===== src/rtl/pixel_readout_pkg.sv =====
`default_nettype none
// ============================================================================
// Module  : pixel_readout_pkg
// Purpose : Shared types and helpers for the pixel row readout path.
//           The line-entry struct is declared in the top level because its
//           widths follow the array-size parameters.
// Revision: 1.0  initial release
// ============================================================================
package pixel_readout_pkg;

  typedef logic [7:0] pix_t;

  typedef enum logic [0:0] {
    IDLE = 1'b0,
    SEND = 1'b1
  } ser_state_t;

  // Index width for a count of n items, never narrower than one bit.
  function automatic int idx_w(input int n);
    return (n > 1) ? $clog2(n) : 1;
  endfunction

endpackage
`default_nettype wire


===== src/rtl/pixel_line_fifo.sv =====
`default_nettype none
// ============================================================================
// Module  : pixel_line_fifo
// Purpose : Two-entry line buffer. A push into a full buffer is accepted
//           only when a pop happens in the same cycle (the pop frees the
//           slot first); otherwise the push is ignored.
// Ports   : clk, reset (async, active low)
//           push / push_data : write one entry
//           pop              : release the head entry
//           head             : current head entry
//           full / empty     : occupancy flags
// Revision: 1.0  initial release
// ============================================================================
module pixel_line_fifo #(
  parameter int WIDTH = 8
) (
  input  logic             clk,
  input  logic             reset,
  input  logic             push,
  input  logic [WIDTH-1:0] push_data,
  input  logic             pop,
  output logic [WIDTH-1:0] head,
  output logic             full,
  output logic             empty
);

  logic [WIDTH-1:0] mem [0:1];
  logic             wr_ptr;
  logic             rd_ptr;
  logic [1:0]       count;
  logic             push_ok;
  logic             pop_ok;

  assign full    = (count == 2'd2);
  assign empty   = (count == 2'd0);
  assign pop_ok  = pop && !empty;
  assign push_ok = push && (!full || pop_ok);
  assign head    = mem[rd_ptr];

  always_ff @(posedge clk or negedge reset) begin
    if (!reset) begin
      for (int i = 0; i < 2; i++) mem[i] <= '0;
      wr_ptr <= 1'b0;
      rd_ptr <= 1'b0;
      count  <= 2'd0;
    end else begin
      if (push_ok) begin
        mem[wr_ptr] <= push_data;
        wr_ptr      <= ~wr_ptr;
      end
      if (pop_ok) rd_ptr <= ~rd_ptr;
      count <= count + {1'b0, push_ok} - {1'b0, pop_ok};
    end
  end

endmodule
`default_nettype wire


===== src/rtl/pixel_readout.sv =====
`default_nettype none
// ============================================================================
// Module  : pixel_readout
// Purpose : Captures the row driven on pixData while one bit of read is
//           set, commits it to a two-row line buffer when read drops, and
//           serializes buffered rows as a valid/ready byte stream with
//           row/column and frame markers.
// Ports   : clk, reset (async, active low)
//           read, pixData          : row-read bus from the array
//           out_valid/out_ready    : byte handshake
//           out_data/out_row/out_col, out_sof/out_eol/out_eof : byte + tags
//           overflow, sel_err      : sticky error flags
// Revision: 1.0  initial release
// ============================================================================
module pixel_readout
  import pixel_readout_pkg::*;
#(
  parameter int horizontal_pixels = 2,
  parameter int vertical_pixels   = 2
) (
  input  logic                                clk,
  input  logic                                reset,
  input  logic [vertical_pixels-1:0]          read,
  input  logic [0:horizontal_pixels-1][7:0]   pixData,
  output logic                                out_valid,
  input  logic                                out_ready,
  output logic [7:0]                          out_data,
  output logic [idx_w(vertical_pixels)-1:0]   out_row,
  output logic [idx_w(horizontal_pixels)-1:0] out_col,
  output logic                                out_sof,
  output logic                                out_eol,
  output logic                                out_eof,
  output logic                                overflow,
  output logic                                sel_err
);

  localparam int RW = idx_w(vertical_pixels);
  localparam int CW = idx_w(horizontal_pixels);
  localparam logic [vertical_pixels-1:0] READ_ONE = 1;
  localparam logic [CW-1:0] LAST_COL = CW'(horizontal_pixels - 1);
  localparam logic [RW-1:0] LAST_ROW = RW'(vertical_pixels - 1);

  typedef struct packed {
    logic [RW-1:0]                  row;
    pix_t [0:horizontal_pixels-1]   words;
  } line_t;

  line_t          cap_line;
  logic           cap_active;
  logic [RW-1:0]  sel_row;
  logic           multi_hot;
  logic           commit;
  logic           accept;
  logic           last_col;
  logic           pop;
  logic           push_ok;
  logic           fifo_full;
  logic           fifo_empty;
  logic           fifo_one;
  logic [$bits(line_t)-1:0] head_bits;
  line_t          head;
  ser_state_t     state;
  logic [CW-1:0]  col;

  // Lowest set bit wins: scan from the top so the last hit is the lowest.
  always_comb begin
    sel_row = '0;
    for (int i = vertical_pixels - 1; i >= 0; i--) begin
      if (read[i]) sel_row = RW'(i);
    end
  end

  // Clearing the lowest set bit leaves something only if read was multi-hot.
  assign multi_hot = |(read & (read - READ_ONE));
  assign commit    = cap_active && (read == '0);

  assign accept   = out_valid && out_ready;
  assign last_col = (col == LAST_COL);
  assign pop      = accept && last_col;
  assign push_ok  = commit && (!fifo_full || pop);
  assign fifo_one = !fifo_empty && !fifo_full;

  pixel_line_fifo #(
    .WIDTH($bits(line_t))
  ) u_line_fifo (
    .clk       (clk),
    .reset     (reset),
    .push      (commit),
    .push_data (cap_line),
    .pop       (pop),
    .head      (head_bits),
    .full      (fifo_full),
    .empty     (fifo_empty)
  );

  assign head = line_t'(head_bits);

  always_ff @(posedge clk or negedge reset) begin
    if (!reset) begin
      cap_line   <= '0;
      cap_active <= 1'b0;
      overflow   <= 1'b0;
      sel_err    <= 1'b0;
      state      <= IDLE;
      col        <= '0;
    end else begin
      cap_active <= |read;
      if (|read) begin
        cap_line.row   <= sel_row;
        cap_line.words <= pixData;
        if (multi_hot) sel_err <= 1'b1;
      end
      if (commit && !push_ok) overflow <= 1'b1;

      case (state)
        IDLE: begin
          if (push_ok) begin
            state <= SEND;
            col   <= '0;
          end
        end
        SEND: begin
          if (accept) begin
            if (last_col) begin
              col <= '0;
              // Stay in SEND when another entry remains after the pop.
              if (fifo_one && !push_ok) state <= IDLE;
            end else begin
              col <= col + CW'(1);
            end
          end
        end
        default: state <= IDLE;
      endcase
    end
  end

  // Tags derive only from registered state, so they hold while stalled and
  // never see out_ready combinationally. Gating keeps them at 0 when idle.
  assign out_valid = (state == SEND);
  assign out_data  = out_valid ? head.words[col] : 8'h00;
  assign out_row   = out_valid ? head.row : '0;
  assign out_col   = out_valid ? col : '0;
  assign out_sof   = out_valid && (head.row == '0) && (col == '0);
  assign out_eol   = out_valid && last_col;
  assign out_eof   = out_valid && last_col && (head.row == LAST_ROW);

endmodule
`default_nettype wire


===== config.mk =====
export PLATFORM = sky130hd
export DESIGN_NAME = pixel_readout
export DESIGN_NICKNAME = d
export VERILOG_FILES = /design/src/rtl/pixel_readout_pkg.sv /design/src/rtl/pixel_line_fifo.sv /design/src/rtl/pixel_readout.sv
export SDC_FILE = /design/constraint.sdc
export NUM_CORES = 1
export LEC_CHECK = 0
export BUFFER_PORTS_ARGS = -buffer_cell sky130_fd_sc_hd__clkbuf_2
export CORE_MARGIN = 5
export CORE_UTILIZATION = 40
export DETAILED_ROUTE_END_ITERATION = 10
export GPL_ROUTABILITY_DRIVEN = 0
export PLACE_DENSITY = 0.7
export RECOVER_POWER = 100
export SYNTH_ARGS = -nofsm -noshare
export SYNTH_HDL_FRONTEND = slang
export SYNTH_SLANG_ARGS = --single-unit

===== constraint.sdc =====
create_clock -name clk -period 2 [get_ports clk]
set_input_delay 0.4 -clock clk [delete_from_list [all_inputs] [get_ports clk]]
set_output_delay 0.4 -clock clk [all_outputs]
set_load 0.05 [all_outputs]

==> results.toml, run 1 <==
[min_path]
min_delay_path_depth = 2
hold_path_end = "cap_line[16]"
min_from = "read[0]"
hold_class = "in2reg"

[worst_setup_path]
r2r_slack_ns = 0.20
reg2regPathDepth = 4
worstSetupStartpoint = "u_line_fifo.rd_ptr"
slowest_delay_ns = 0.50
critPathCaptureType = "primary output"
startpoint_type = "flip-flop"
regToRegStartpoint = "out_valid"
worstPathMaxFanout = 7
arrival_ns = 1.72
crit_required_ns = 1.60
path_class = "reg2out"
r2r_end = "u_line_fifo.mem[2]"
crit_chain = "buf_12 -> mux4_2 -> and2_4 -> clkbuf_16"
slowest_stage = "mux4_2"
cp_num_buf_inv = 2
path_delay_family = "multiplexers"

[clocking]
root_buffer = "clkbuf_8"
clockBufferDepth = 2
cts_sinks = 60
cts_buffers = 9
cts-hold-fix-buffers = 0
htreeDepth = 3
cts.clk_slew.worst_paths_ns = 0.07
clk_latency_ns = 0.33
cts_tree = "built"

[layout]
nets = 246
syn2layout_area_growth_pct = 25.6
fillCellCount = 562
largest_reg_flops = 34
reg.largest.list = "u_line_fifo.mem (34), cap_line (17), u_line_fifo.count (2)"
final-seq-area_um2 = 1500
drive_above_1_share_pct = 51.3
finalNonFillerCells = 308
diodes = 0
largest_register = "u_line_fifo.mem"
multi_input_area_um2 = 1070

[sta]
slew_headroom_pct = 2.49
fin_ws_ns = -0.121
finalHoldWorstSlack_ns = 0.254
setup_violations = 9
finalHoldViolCount = 0
worst_pin_slew_ns = 1.46
period_share_pct = 106
finalClockSkew_ns = 0.00861
fmaxAchievable_ghz = 0.472
fin_crit_ns = 2.12
setup_tns_ns = -0.914
rsz0062_at_grt = "yes"
timing_max_transition_violations_final = 0

[grt]
grt_use_total_pct = 13.1
grt_remaining_overflow = 0
grt_pass1_wl_um = 8440
first_global_vias = 1676
grt_max_degree = 61
antenna_found_initial = 0

[synthesis]
synth_cells = 170
syn_avg_cell_area_um2 = 15.9
yosysWarningCount = 0
yosysSeqAreaShare_pct = 55.7
synth_top_area_share_pct = 55.7
synth-seq-cells = 60
synth.distinct_cells = 29
synth_top_area_cell = "dfrtp_1"
syn_nets = 193
synth.area.top_cells = "dfrtp_1 56%, mux2_2 13%, mux2_4 11%, mux4_2 6.7%, and2_1 2.1%"
netlist_area_um2 = 2700

[job]
drv_cap = 0

[route]
drt-total-wl_um = 4960
antenna_left = 0
drt_iter0_markers = 98
routedWlPerCell_um = 16.1
viasPerCell = 4.96
vias = 1528
drt-pass1-iter-count = 4
drc_errors = 0

[die]
dieArea_um2 = 8480
fp.coreArea_um2 = 6680
fp.dieH_um = 92.1
start_util_pct = 40.3
io_pins = 37
std_cell_rows = 30
fp.dieW_um = 92.1

[placed_design]
place_ws_ns = 0.126
dp_hpwl_um = 3280
portBuffers = 36
dpl.cell_count = 290

[run_status]
status = "finished with violations"
violations = "negative setup slack"

[pwr]
p_leak_nw = 1.53
total_power_mw = 5.98
ir_drop_uv = 771
pwr_density_cell_nw_per_um2 = 1770
-- synthesized netlist by cell type --
cell and count:
dfrtp_1 60, mux2_2 30, mux2_4 20, and2_1 9, mux4_2 8, inv_1 6, nor2_1 4, buf_4 3
xnor2_1 3, a21oi_1 2, buf_2 2, buf_6 2, clkbuf_1 2, ha_1 2, nand2_1 2, o2111ai_4 2
a21o_1 1, a311oi_1 1, and3_1 1, mux2i_1 1, nand2b_1 1, nand3_1 1, nor2_2 1, nor2b_1 1
nor3b_1 1, o211a_1 1, o21a_1 1, o31ai_1 1, xor2_1 1
-- cell usage in the layout (no fill, tap or decap), types with 2 or more instances in the layout --
master	n
a21oi_1	2
and2_4	8
buf_4	4
buf_6	4
bufinv_16	3
clkbuf_1	8
clkbuf_16	7
clkbuf_2	25
clkbuf_8	10
clkinv_2	2
clkinvlp_4	2
dfrtp_1	60
ha_1	2
inv_1	6
mux2_1	13
mux2_2	30
mux2_4	7
mux4_2	8
nand2_1	2
nor2_1	4
o2111ai_1	2
xnor2_1	3
-- worst reg2reg max path: cells and delay by family (launching register included) --
kind | cells | cell delay (ns)
buffers and inverters | 1 | 0.39
AOI/OAI and AO/OA | 1 | 0.27
DFF | 1 | 0.38
muxes | 1 | 0.39
and+or+nand+nor | 1 | 0.25
-- report_power, final --
part | switching, mW | internal (mW)
combinational | 1.28 | 1.49
sequential | 0.257 | 1.66
clock | 0.475 | 0.822
total | 2.01 | 3.97
-- layer usage --
layer	up-vias	part of all wire, %	GRT usage (%)
li1	714	-	-
met1	777	44	16.2
met2	26	50	20.7
met3	11	3.5	3.77
met4	0	2.3	7.05
met5	-	0	0
-- how the worst max path moves through the flow --
stage                            to  slack, ns  depth (start not counted)
6_report                out_data[2]      -0.12                          4
5_1_grt                 out_data[7]      -0.19                          4
4_1_cts                 out_data[5]      -0.15                          4
3_5_place_dp   u_line_fifo.count[1]       0.13                          8
3_3_place_gp            out_data[3]       0.18                          4
2_1_floorplan               out_sof      -0.06                          3
-- logic make-up (layout without fill, tap and decap cells) --
group                    after synthesis  in the layout  synth area share, %
XOR/XNOR                               4              4                 1.30
flip-flops                            60             60                 55.7
AND/OR/NAND/NOR                       21             21                 4.32
adder cells (fa/ha/maj)                2              2                0.928
multiplexers                          59             59                 30.7
buffers and inverters                 15             73                 3.16
AO/OA/AOI/OAI                          9              9                 3.85
-- layout make-up --
cell class / instances / share of cell area, %
Tap cell: 80 / 2.96
Sequential cell: 60 / 44.4
Clock buffer: 9 / 3.66
Multi-Input combinational cell: 95 / 31.5
Clock inverter: 7 / 3.40
Inverter: 6 / 0.665
Timing Repair Buffer: 51 / 13.4
-- stage by stage --
stage               util [%]  area [um2]
floorplan                  -        2710
global placement        45.6        3050
detailed placement      45.6        3050
CTS                     52.2        3490
global route            50.7        3380
finish                  50.7        3380
-- what timing repair did --
action / CTS / global route
endpoints found under the hold margin: 0 / 0
pin swaps: 4 / 0
gates cloned: 0 / 0
gates resized for setup: 37 / 8
buffers inserted: 1 / 1
setup endpoints to repair: 9 / 11
No activity file was read; power rests on OpenSTA's default activity.
==> run 2, diff against run 1 <==
--- a/config.mk
+++ b/config.mk
@@ -6,6 +6,7 @@
 export NUM_CORES = 1
 export LEC_CHECK = 0
 export BUFFER_PORTS_ARGS = -buffer_cell sky130_fd_sc_hd__clkbuf_2
+export CORE_ASPECT_RATIO = 2
 export CORE_MARGIN = 5
 export CORE_UTILIZATION = 40
 export DETAILED_ROUTE_END_ITERATION = 10
==> results.toml, run 2 (synthesis gave the netlist of run 1 again) <==
[sta]
fin_ws_ns = -0.109
period_share_pct = 105
fin_crit_ns = 2.11
rsz0062_at_grt = "yes"
finalClockSkew_ns = 0.00362
setup_violations = 8
fmaxAchievable_ghz = 0.474
slew_headroom_pct = 3.37
timing_max_transition_violations_final = 0
worst_pin_slew_ns = 1.45
finalHoldViolCount = 0

[layout]
nets = 244
diodes = 0
largest_reg_flops = 34
final_cell_mix = "60 x dfrtp_1, 30 x mux2_2, 28 x clkbuf_2, 13 x mux2_1, 10 x clkbuf_16"
reg.largest.list = "u_line_fifo.mem (34), cap_line (17), u_line_fifo.count (2)"
syn2layout_area_growth_pct = 24.4
final_util_pct = 50.6
final_common_cell = "dfrtp_1"
fillCellCount = 597
drive_above_1_share_pct = 49.1
largest_register = "u_line_fifo.mem"

[job]
drv_cap = 0

[min_path]
hold_class = "in2reg"

[pwr]
ir_drop_uv = 755
pwr_density_cell_nw_per_um2 = 1750
total_power_mw = 5.87
p_leak_nw = 1.53

[worst_setup_path]
path_delay_family = "multiplexers"
path_class = "reg2out"
crit_chain = "buf_4 -> mux4_2 -> and2_1 -> clkbuf_8"
cp_num_buf_inv = 2
critPathCaptureType = "primary output"
arrival_ns = 1.71
worstPathMaxFanout = 3
slowest_delay_ns = 0.48
crit_required_ns = 1.60
startpoint_type = "flip-flop"
slowest_stage = "mux4_2"

[die]
fp.coreArea_um2 = 6620
start_util_pct = 40.7
fp.dieH_um = 126
fp.dieW_um = 68.0
dieArea_um2 = 8580
io_pins = 37
std_cell_rows = 42

[route]
drt-total-wl_um = 4960
drt_iter0_markers = 50
viasPerCell = 4.82
antenna_left = 0
routedWlPerCell_um = 15.8
drt-pass1-iter-count = 4
drc_errors = 0
vias = 1514

[run_status]
status = "finished with violations"
violations = "negative setup slack"

[grt]
grt_max_degree = 61
antenna_found_initial = 0
grt_remaining_overflow = 0
grt_use_total_pct = 13.8
first_global_vias = 1708
grt_pass1_wl_um = 8500

[clocking]
clockBufferDepth = 2
clk_latency_ns = 0.32
cts_setup_buffers = 0
root_buffer = "clkbuf_16"
cts.clk_slew.worst_paths_ns = 0.05
cts_buffers = 9
cts_tree = "built"
htreeDepth = 3
cts_sinks = 60

[placed_design]
portBuffers = 36
place_ws_ns = 0.151
dp_hpwl_um = 3420
==> run 2: metal layers <==
| layer | track usage [%] | part of all wire [%] | up-vias |
|---|---|---|---|
| li1 | - | - | 711 |
| met1 | 16.4 | 39 | 769 |
| met2 | 21.3 | 54 | 25 |
| met3 | 3.65 | 3.5 | 9 |
| met4 | 9.14 | 3.1 | 0 |
| met5 | 0 | 0 | - |
==> run 2: timing repair <==
action                                  CTS  global route
pin swaps                                 1             0
gates resized for setup                  23             5
hold buffers                              0             0
endpoints found under the setup margin    8             9
==> run 2: final timing paths <==
kind | slack (ns) | from | cells past startpoint | endpoint
worst max-delay path | -0.11 | u_line_fifo.rd_ptr | 4 | out_data[3]
worst min-delay path | 0.26 | read[0] | 2 | cap_line[16]
worst min register to register | 0.45 | sel_err | 1 | sel_err
min in group asynchronous | 0.50 | reset | 2 | cap_line[5]
worst max register to register | 0.11 | u_line_fifo.count[0] | 4 | u_line_fifo.mem[3]
max in group asynchronous | 0.62 | reset | 2 | cap_line[11]
==> run 2: cell type report <==
cell class | count | area [um2] | share of cell area, %
inverters | 6 | 22.5 | 0.672
repair buffers | 49 | 368 | 11.0
clock buffers | 15 | 278 | 8.28
multi-input cells | 95 | 1070 | 31.9
flip-flops and latches | 60 | 1500 | 44.8
clock inverters | 1 | 5.00 | 0.149
well taps | 88 | 110 | 3.28
==> run 2: per-stage QoR <==
| stage | hold slack (ns) | cells | area [um2] | setup TNS, ns |
|---|---|---|---|---|
| 2_1_floorplan | 0.104 | 170 | 2710 | -0.0640 |
| 4_1_cts | 0.0811 | 314 | 3450 | -0.938 |
| 3_5_place_dp | 0.431 | 298 | 3070 | 0 |
| 5_1_grt | 0.264 | 314 | 3350 | -1.15 |
| 3_3_place_gp | 0.427 | 298 | 3070 | 0 |
| 6_report | 0.258 | 314 | 3350 | -0.647 |
==> run 2: worst register-to-register path, stage by stage, from the launching register on <==
cell       delay [ns]
dfrtp_1          0.40
nand2b_1         0.25
o2111ai_1        0.28
clkbuf_1         0.45
mux2_2           0.40
==> run 2: report_power, final <==
part / total [mW] / leakage (nW) / internal [mW] / switching (mW)
logic: 2.53 / 0.683 / 1.28 / 1.25
clock network: 1.43 / 0.140 / 0.937 / 0.496
registers: 1.90 / 0.704 / 1.66 / 0.243
